File: config.mk
export PLATFORM = sky130hd
export DESIGN_NAME = fault_injector
export DESIGN_NICKNAME = d
export VERILOG_FILES = /design/src/rtl/fault_injector.sv
export SDC_FILE = /design/constraint.sdc
export NUM_CORES = 1
export LEC_CHECK = 0
export CAP_MARGIN = 15
export CORE_MARGIN = 5
export CORE_UTILIZATION = 49
export DETAILED_ROUTE_END_ITERATION = 7
export PLACE_DENSITY_LB_ADDON = 0.3
export REMOVE_ABC_BUFFERS = 1
export SKIP_CTS_REPAIR_TIMING = 1
export SLEW_MARGIN = 25
export SYNTH_ARGS = -nofsm -noshare
export SYNTH_HDL_FRONTEND = slang
export SYNTH_SLANG_ARGS = --single-unit
File: constraint.sdc
create_clock -name clk -period 2.45 [get_ports clk]
set_clock_uncertainty 0.2 [all_clocks]
set_input_delay 0.49 -clock clk [delete_from_list [all_inputs] [get_ports clk]]
set_output_delay 0.49 -clock clk [all_outputs]
set_load 0.03 [all_outputs]
File: src/rtl/fault_injector.sv
// fault_injector: registers din to dout and, on request, corrupts one bit of the
// registered data (flip, stuck-at-0 or stuck-at-1) for a programmed window that
// starts after a programmed delay.
// Optional feature: define FAULT_INJECTOR_STATS_EN to count completed injections
// on inj_count (saturating); otherwise inj_count is tied to zero.
// Handshake: a request transfers on a rising edge where req_valid && req_ready;
// req_ready is high only in IDLE, and the request fields are captured on that edge.
module fault_injector #(
    parameter int WIDTH = 8,
    parameter int CNT_W = 8
) (
    input  logic                     clk,
    input  logic                     reset,
    input  logic                     req_valid,
    output logic                     req_ready,
    input  logic [$clog2(WIDTH)-1:0] req_bit,
    input  logic [1:0]               req_mode,
    input  logic [CNT_W-1:0]         req_delay,
    input  logic [CNT_W-1:0]         req_dur,
    input  logic                     abort,
    input  logic [WIDTH-1:0]         din,
    output logic [WIDTH-1:0]         dout,
    output logic                     active,
    output logic                     done,
    output logic [15:0]              inj_count,
    output logic [1:0]               dbg_state
);

    localparam int BIT_W = $clog2(WIDTH);
    localparam logic [CNT_W-1:0] CNT_ONE = {{(CNT_W-1){1'b0}}, 1'b1};

    typedef enum logic [1:0] {
        IDLE   = 2'd0,
        WAIT   = 2'd1,
        INJECT = 2'd2
    } state_t;

    state_t           state, state_nxt;
    logic [CNT_W-1:0] cnt, cnt_nxt;
    logic             done_nxt;
    logic [BIT_W-1:0] bit_q;
    logic [1:0]       mode_q;
    logic [CNT_W-1:0] dur_q;
    logic             accept;
    logic             corrupt;
    logic [WIDTH-1:0] din_faulted;

    // A zero duration still injects for one cycle.
    function automatic logic [CNT_W-1:0] dur_eff(input logic [CNT_W-1:0] d);
        return (d == '0) ? CNT_ONE : d;
    endfunction

    assign req_ready = (state == IDLE);
    assign accept    = req_valid && req_ready;
    assign active    = (state == INJECT);
    assign dbg_state = state;
    // Abort takes effect on the same edge it is seen, so that edge is already clean.
    assign corrupt   = (state == INJECT) && !abort;

    // State register, remaining-cycle counter and completion pulse.
    always_ff @(posedge clk or posedge reset) begin
        if (reset) begin
            state <= IDLE;
            cnt   <= '0;
            done  <= 1'b0;
        end else begin
            state <= state_nxt;
            cnt   <= cnt_nxt;
            done  <= done_nxt;
        end
    end

    // Next-state logic: cnt holds the cycles left in the current WAIT or INJECT phase.
    always_comb begin
        state_nxt = state;
        cnt_nxt   = cnt;
        done_nxt  = 1'b0;
        case (state)
            IDLE: begin
                // abort is deliberately ignored here, even alongside a request.
                if (req_valid) begin
                    if (req_delay != '0) begin
                        state_nxt = WAIT;
                        cnt_nxt   = req_delay;
                    end else begin
                        state_nxt = INJECT;
                        cnt_nxt   = dur_eff(req_dur);
                    end
                end
            end
            WAIT: begin
                if (abort) begin
                    state_nxt = IDLE;
                end else if (cnt == CNT_ONE) begin
                    state_nxt = INJECT;
                    cnt_nxt   = dur_eff(dur_q);
                end else begin
                    cnt_nxt = cnt - CNT_ONE;
                end
            end
            INJECT: begin
                if (abort) begin
                    state_nxt = IDLE;
                end else if (cnt == CNT_ONE) begin
                    state_nxt = IDLE;
                    done_nxt  = 1'b1;
                end else begin
                    cnt_nxt = cnt - CNT_ONE;
                end
            end
            default: state_nxt = IDLE;
        endcase
    end

    // Capture the request fields on acceptance; they stay fixed until the next one.
    always_ff @(posedge clk or posedge reset) begin
        if (reset) begin
            bit_q  <= '0;
            mode_q <= 2'b00;
            dur_q  <= '0;
        end else if (accept) begin
            bit_q  <= req_bit;
            mode_q <= req_mode;
            dur_q  <= req_dur;
        end
    end

    // Apply the selected fault to the target bit; mode 2'b11 behaves as a flip.
    always_comb begin
        din_faulted = din;
        case (mode_q)
            2'b01:   din_faulted[bit_q] = 1'b0;
            2'b10:   din_faulted[bit_q] = 1'b1;
            default: din_faulted[bit_q] = ~din[bit_q];
        endcase
    end

    // Output data register with one cycle of latency.
    always_ff @(posedge clk or posedge reset) begin
        if (reset) begin
            dout <= '0;
        end else begin
            dout <= corrupt ? din_faulted : din;
        end
    end

`ifdef FAULT_INJECTOR_STATS_EN
    // Completed-injection counter, updated on the edge that raises done, saturating.
    always_ff @(posedge clk or posedge reset) begin
        if (reset) begin
            inj_count <= '0;
        end else if (done_nxt && (inj_count != 16'hFFFF)) begin
            inj_count <= inj_count + 16'd1;
        end
    end
`else
    assign inj_count = '0;
`endif

endmodule

======== Word-level counts from Yosys, hierarchy flattened ========
Cells that the tools add are included.
storage, ports and cells
  register bits after elaboration ......... 32
  bits of input ports ..................... 33
  output and inout port bits .............. 29
  logic and storage cells ................. 62
cells by class
  add/sub/neg operators ................... 1
  magnitude comparators ................... 2
  equal/unequal tests ..................... 11
  muxes and demuxes ....................... 26
  bitwise gates (word level) .............. 4
  reductions and logical operators ........ 11
operators with widths
  cell                   number
  $mux W8                9
  $pmux W8 S3            1
  $logic_not A8 Y1       2
  $pmux W8 S2            1
  $mux W2                6
  $and A8 B8 Y8          1
  $bwmux W8              1
  $eq A8 B1 Y1 const B   1
  $ne A2 B2 Y1 const B   4
  $not A8 Y8             1
  $or A8 B8 Y8           1
  $reduce_bool A8 Y1     1
  $sub A8 B1 Y8 const B  1
  $pmux W2 S3            1
  $mux W1                5
  $reduce_and A5 Y1      1
  $eq A2 B1 Y1 const B   2
  $eq A2 B2 Y1 const B   2
  $lt A3 B4 Y1 const B   1
  $bmux W1 S3            1
  $demux W1 S3           1
  $ge A3 B1 Y1 const B   1
  $logic_and A1 B1 Y1    3
  $ne A3 B2 Y1 const B   1
  other kinds (6)        6

======== Longest topological paths before layout ========
Gate-level depths: netlist (run 1).
  word-level depth ........................ 8
  mapped depth ............................ 8
  mapped depth without buffers ............ 6

======== Worst setup path before layout (run 1) ========
No wires, ideal clock.
  path kind ............................... register to register
  start point ............................. register state[0], in the netlist dbg_state[0]
  end point ............................... register cnt[7]
  setup time .............................. 87 ps
  arrival time ............................ 2231 ps
  data required time ...................... 2163 ps
  path slack .............................. -68 ps
  stages on the path, launching flop included .. 8
  buffers on the path ..................... 1
  clock period less this slack ............ 2518 ps
  cell sequence ........................... dfrtp_1 -> inv_1 -> ha_1 -> buf_2 -> or3b_2 -> o311a_1 -> o41a_1 -> o211ai_1
on the way
  longest elaborated chain between the ends .. 3
  elaborated cells between the ends (all ways) .. 10
  classes of those cells .................. 6 x eq/ne; 1 x mux; 3 x reduce/logical
RTL lines
  element                                                       RTL line  source
  start, declared                                               38        state_t state, state_nxt;
  start signal, assigned                                        67        state <= state_nxt;
  $eq A2 B2 Y1 (*)                                              n/a
  named net active                                              23        output logic active,
  $ne A2 B2 Y1 (no line) or $reduce_bool A3 Y1 (tied branches)  n/a
  $reduce_and A5 Y1 (no line)                                   n/a
  end signal, assigned                                          68        cnt <= cnt_nxt;
  end, declared                                                 39        logic [CNT_W-1:0] cnt, cnt_nxt;
Mark *: on every way through the listed nets, which the timed path passes. The rest lies on a longest branch.
A chain may end at the register's enable or synchronous reset.

======== Worst setup path in the final report (run 1) ========
  start point ............................. register state[0], in the netlist dbg_state[0]
  end point ............................... register cnt[7]
on the way
  longest elaborated chain between the ends .. 3
  elaborated cells between the ends (all ways) .. 10
  classes of those cells .................. 6 x eq/ne; 1 x mux; 3 x reduce/logical
RTL lines
  element                                                       RTL line  source
  $eq A2 B2 Y1 (tied with other cells)                          78        case (state)
  $ne A2 B2 Y1 (no line) or $reduce_bool A3 Y1 (tied branches)  n/a
  $reduce_and A5 Y1 (no line)                                   n/a
Parallel ways exist; a longest one is shown, timed or not.

==> results of run 1 <==
==> critical path: stages (launching register included) <==
cell	delay [ns]
dfrtp_1	0.41
inv_1	0.11
ha_1	0.38
or3b_2	0.49
o311a_1	0.14
o41a_1	0.32
o211ai_1	0.18
==> cells in the mapped netlist, drive strengths merged (2+ instances only) <==
cell	n	area [um^2]
dfrtp	32	801
buf	21	144
a21oi	15	75.1
inv	14	52.6
mux2	13	146
nand3	13	65.1
nand2	12	45.0
a221oi	8	70.1
ha	8	100
nor3	8	51.3
clkbuf	7	26.3
nor2	7	26.3
o21ai	7	35.0
o31ai	6	45.0
nor4	5	50.1
a22o	4	35.0
a311oi	4	35.0
nor2b	4	25.0
or3b	4	35.0
a2111o	3	33.8
a211oi	3	22.5
nand4b	3	26.3
o211ai	3	27.5
o311ai	3	26.3
a21bo	2	20.0
a311o	2	20.0
a31oi	2	12.5
mux4	2	45.0
nand2b	2	12.5
nor3b	2	15.0
nor4b	2	23.8
or2	2	12.5
or3	2	12.5
==> sequential cells by signal, summed over array words and instances (netlist names) <==
signal,flops
dur_q,8
done,1
dbg_state,2
bit_q,3
mode_q,2
dout,8
cnt,8
==> metrics by stage <==
step / setup WS (ns) / cell area, um^2 / hold WS [ns] / power [uW]
after global routing: 0.0286 / 2910 / 0.346 / 3920
final: 0.152 / 2910 / 0.329 / 3650
after CTS: -0.198 / 2900 / 0.322 / 3640
after detailed placement: 0.0796 / 2810 / 0.306 / 3200
after floorplan: -0.00455 / 2190 / 0.281 / 2490
after global placement: 0.122 / 2810 / 0.297 / 3180
==> power by group through the flow <==
stage	Combinational, uW	Sequential, uW	Clock (uW)
2_1_floorplan	1340	1140	0
3_3_place_gp	2140	1040	0
3_5_place_dp	2150	1050	0
4_1_cts	2170	1040	430
5_1_grt	2380	1080	448
6_report	2190	1040	418
==> layout make-up <==
type | instances | area, um^2 | area share
Multi-Input combinational cell | 182 | 1340 | 0.460
Sequential cell | 32 | 801 | 0.275
Timing Repair Buffer | 59 | 561 | 0.193
Clock buffer | 8 | 90.1 | 0.0310
Tap cell | 54 | 67.6 | 0.0232
Inverter | 14 | 52.6 | 0.0181
==> layer usage <==
metal	track usage	part of all wire	wire, um	up-vias
met1	0.281	0.47	2700	1004
met5	0	0	0	-
met2	0.285	0.45	2640	84
li1	-	-	-	1003
met3	0.0333	0.065	376	5
met4	0.0629	0.015	85	0
==> final timing paths <==
| kind | from | end | slack (ns) | cells after the start |
|---|---|---|---|---|
| worst max-delay path | dbg_state[0]$_DFFE_PP0P_ | cnt[7]$_DFFE_PP0P_ | 0.15 | 6 |
| worst min-delay path | dur_q[0]$_DFFE_PP0P_ | dur_q[0]$_DFFE_PP0P_ | 0.33 | 1 |
| worst max register to register | dbg_state[0]$_DFFE_PP0P_ | cnt[7]$_DFFE_PP0P_ | 0.15 | 6 |
| worst min register to register | dur_q[0]$_DFFE_PP0P_ | dur_q[0]$_DFFE_PP0P_ | 0.33 | 1 |
| max in group asynchronous | reset | dbg_state[0]$_DFFE_PP0P_ | 1.35 | 3 |
| min in group asynchronous | reset | cnt[5]$_DFFE_PP0P_ | 0.39 | 3 |
==> cells by family (layout without fill, tap and decap cells) <==
kind of cell | after synthesis | in the layout | share of synthesized area
AOI/OAI and AO/OA | 73 | 73 | 0.240
and+or+nand+nor | 70 | 70 | 0.187
other | 1 | 16 | 0.00163
adders and majority gates | 8 | 8 | 0.0435
DFF | 32 | 32 | 0.348
muxes | 15 | 15 | 0.0832
buffers and inverters | 42 | 81 | 0.0968
==> results.yml, run 1 <==
yosys:
  synth_cell_types: 58
  synth-edff-count: 0
  yosysSeqAreaShare: 0.348
  netlist_instances: 241
  synth-main-ff-cell: "dfrtp_1"
  ys_warn_count: 0
  synth_area_mm2: 0.00230
  synth_area_per_cell_um2: 9.55
  postSynth.asyncResetShare: 1.00
  synth_seq_cells: 32
clock_tree:
  clk_latency_ns: 0.29
  cts_buffers: 5
  numClockSinks: 32
  htree_num_levels: 2
  root_buffer: "clkbuf_8"
  clk_pin_slew_worst_paths_ns: 0.07
  cts_tree: "done"
  clockBufferDepth: 2
global_route:
  grt_pass1_wl_um: 9340
  antenna_found_initial: 0
  grt_usage: 0.192
  grt_pass1_vias: 1912
  grt_max_degree: 33
  overflow: 0
timing:
  slew_headroom: 0.605
  hold_violations: 0
  setup_viol: 0
  fmax_ghz: 0.435
  tightest_slew_ns: 0.591
  maxSlewViolCount: 0
  period_share: 0.938
  tns_ns: 0
  final.min_clock_period_ns: 2.30
  rsz0062_at_grt: "false"
pwr:
  irDropWorstVdd_mv: 0.738
  leakage_uw: 0.00120
  p_sw_uw: 1670
  powerDensity_mw_per_mm2: 1250
  intPower_uw: 1980
  p_seq_frac: 0.286
  power.switching_fraction: 0.459
  p_comb_frac: 0.599
  pwr-share-clk: 0.115
critical_path:
  cp-start-kind: "flop"
  path_class: "flop to flop"
  required_ns: 2.46
  end_kind: "flop"
  worstPathArrival_ns: 2.30
  cp_max_fo: 10
floorplan:
  io_pins: 62
  fp.coreArea_mm2: 0.00463
  die_area_mm2: 0.00617
  die_y_um: 78.5
  start_util: 0.497
  die_x_um: 78.5
  rows: 25
routing:
  vias_per_cell: 6.01
  drc: 0
  vias: 2096
  dr.pass1.iters: 4
  detail-route-antenna-nets: 0
  drt-total-wl_um: 5800
  wl_per_cell_um: 16.6
  drt-initial-drc-count: 178
finish:
  fin_util: 0.628
  drive_above_1_share: 0.163
  final_cells: 349
  syn2layout_area_growth_pct: 26.4
  n_antenna_cell: 0
  nNetsFinal: 335
  n_fill_cell: 414
  layout_common_cells: "43 x clkdlybuf4s50_1, 32 x dfrtp_1, 16 x conb_1"
  final_common_cell: "clkdlybuf4s50_1"
place:
  io_buffer_count: 45
  place_congestion: 0.941
  hpwl_um: 4390
  dp.cells: 341
outcome:
  outcome: "complete, no violations"
worst_hold_path:
  hold_class: "flop to flop"
run:
  maxCapViolCount: 0
No activity file was read; power rests on OpenSTA's default activity.
==> run 2, diff against run 1 <==
--- a/config.mk
+++ b/config.mk
@@ -6,13 +6,15 @@
 export NUM_CORES = 1
 export LEC_CHECK = 0
 export CAP_MARGIN = 15
+export CORE_ASPECT_RATIO = 1.5
 export CORE_MARGIN = 5
 export CORE_UTILIZATION = 49
 export DETAILED_ROUTE_END_ITERATION = 7
-export PLACE_DENSITY_LB_ADDON = 0.3
+export PLACE_DENSITY = 0.81
 export REMOVE_ABC_BUFFERS = 1
 export SKIP_CTS_REPAIR_TIMING = 1
 export SLEW_MARGIN = 25
 export SYNTH_ARGS = -nofsm -noshare
 export SYNTH_HDL_FRONTEND = slang
 export SYNTH_SLANG_ARGS = --single-unit
+export TNS_END_PERCENT = 30
==> run 2 against run 1 <==
Fmax rose by 0.85%. Register-to-register slack gained 0.02 ns. Via count rose by 5.5%. Largest power group unchanged.
==> results.yml, run 2 (synthesis results as in run 1) <==
global_route:
  grt_max_degree: 33
  grt_usage: 0.204
  grt_pass1_vias: 2141
  antenna_found_initial: 0
  overflow: 0
  grt_pass1_wl_um: 9760
critical_path:
  required_ns: 2.45
  startpoint: "dbg_state[0]$_DFFE_PP0P_"
  endpoint: "cnt[7]$_DFFE_PP0P_"
  cp-start-kind: "flop"
  crit_chain: "inv_1 -> ha_2 -> buf_4 -> or3b_2 -> o311a_1 -> o41a_1 -> o211ai_1"
  cp_max_fo: 8
  reg2regPathDepth: 7
  r2r-start: "dbg_state[0]$_DFFE_PP0P_"
  r2r-end: "cnt[7]$_DFFE_PP0P_"
  end_kind: "flop"
  crit_slowest_cell: "or3b_2"
  worstPathArrival_ns: 2.28
  path_class: "flop to flop"
  regToRegSetupSlack_ns: 0.17
  slowest_delay_ns: 0.44
clock_tree:
  numClockSinks: 32
  clockBufferDepth: 2
  clk_pin_slew_worst_paths_ns: 0.07
  htree_num_levels: 2
  root_buffer: "clkbuf_8"
  clk_latency_ns: 0.28
  cts_tree: "done"
  cts_buffers: 5
place:
  place_area_mm2: 0.00288
  io_buffer_count: 45
  place_congestion: 0.915
  hpwl_um: 4820
  dpl_worst_slack_ns: 0.112
finish:
  n_fill_cell: 384
  syn2layout_area_growth_pct: 28.8
  final_common_cell: "clkdlybuf4s50_1"
  n_antenna_cell: 0
  nNetsFinal: 342
  fin_util: 0.653
  drive_above_1_share: 0.186
  layout_common_cells: "43 x clkdlybuf4s50_1, 32 x dfrtp_1, 21 x buf_4"
  finalInstanceArea_mm2: 0.00296
  multi_input_area_mm2: 0.00134
  reg_top3: "cnt (8), dout (8), dur_q (8)"
  ff_latch_area_um2: 801
timing:
  final.min_clock_period_ns: 2.28
  fmax_ghz: 0.439
  rsz0062_at_grt: "false"
  hold_violations: 0
  tns_ns: 0
  final.setup.worst_slack_ns: 0.172
  period_share: 0.930
  maxSlewViolCount: 0
  setup_viol: 0
floorplan:
  die_x_um: 66.0
  die_area_mm2: 0.00619
  fp.coreArea_mm2: 0.00454
  io_pins: 62
  start_util: 0.507
  die_y_um: 93.9
  rows: 30
routing:
  detail-route-antenna-nets: 0
  drt-initial-drc-count: 239
  vias: 2211
  dr.pass1.iters: 5
  vias_per_cell: 6.06
  drc: 0
  drt-total-wl_um: 6170
  wl_per_cell_um: 16.9
run:
  maxCapViolCount: 0
pwr:
  power_uw: 3720
  irDropWorstVdd_mv: 0.662
  powerDensity_mw_per_mm2: 1250
  leakage_uw: 0.00122
outcome:
  outcome: "complete, no violations"
worst_hold_path:
  hold_class: "flop to flop"
## run 2: critical path: cells and delay by family (launching register included)
family	cells	cell delay (ns)
AO/OA/AOI/OAI	3	0.61
AND/OR/NAND/NOR	1	0.44
flip-flops	1	0.42
adder cells (fa/ha/maj)	1	0.27
buffers and inverters	2	0.26
## run 2: how the worst min path moves through the flow
stage / startpoint / to / slack, ns / cells past startpoint
final: dur_q[0]$_DFFE_PP0P_ / dur_q[0]$_DFFE_PP0P_ / 0.33 / 1
after global routing: dur_q[0]$_DFFE_PP0P_ / dur_q[0]$_DFFE_PP0P_ / 0.36 / 1
after CTS: dur_q[0]$_DFFE_PP0P_ / dur_q[0]$_DFFE_PP0P_ / 0.34 / 1
after detailed placement: dur_q[0]$_DFFE_PP0P_ / dur_q[0]$_DFFE_PP0P_ / 0.32 / 1
after global placement: dur_q[0]$_DFFE_PP0P_ / dur_q[0]$_DFFE_PP0P_ / 0.31 / 1
after floorplan: dur_q[0]$_DFFE_PP0P_ / dur_q[0]$_DFFE_PP0P_ / 0.28 / 1
## run 2: power by group
part,switching [uW],total [uW],internal (uW)
combinational,1290,2320,1030
sequential,243,1020,781
clock,184,377,193
total,1720,3720,2000
## run 2: through the flow
| stage | hold WS, ns | std cells |
|---|---|---|
| CTS | 0.338 | 365 |
| global route | 0.359 | 365 |
| floorplan | 0.281 | 228 |
| global placement | 0.310 | 358 |
| finish | 0.331 | 365 |
| detailed placement | 0.324 | 358 |
## run 2: layer usage
layer	GRT usage	vias up	wire, um
li1	-	1016	-
met1	0.208	1040	2190
met2	0.364	119	3210
met3	0.0479	36	430
met4	0.129	0	331
met5	0	-	0
## run 2: cell type report
| class | count | share of cell area |
|---|---|---|
| clock buffers | 6 | 0.0245 |
| clock inverters | 1 | 0.00169 |
| inverters | 14 | 0.0177 |
| multi-input cells | 182 | 0.452 |
| flip-flops and latches | 32 | 0.270 |
| well taps | 64 | 0.0270 |
| repair buffers | 66 | 0.207 |
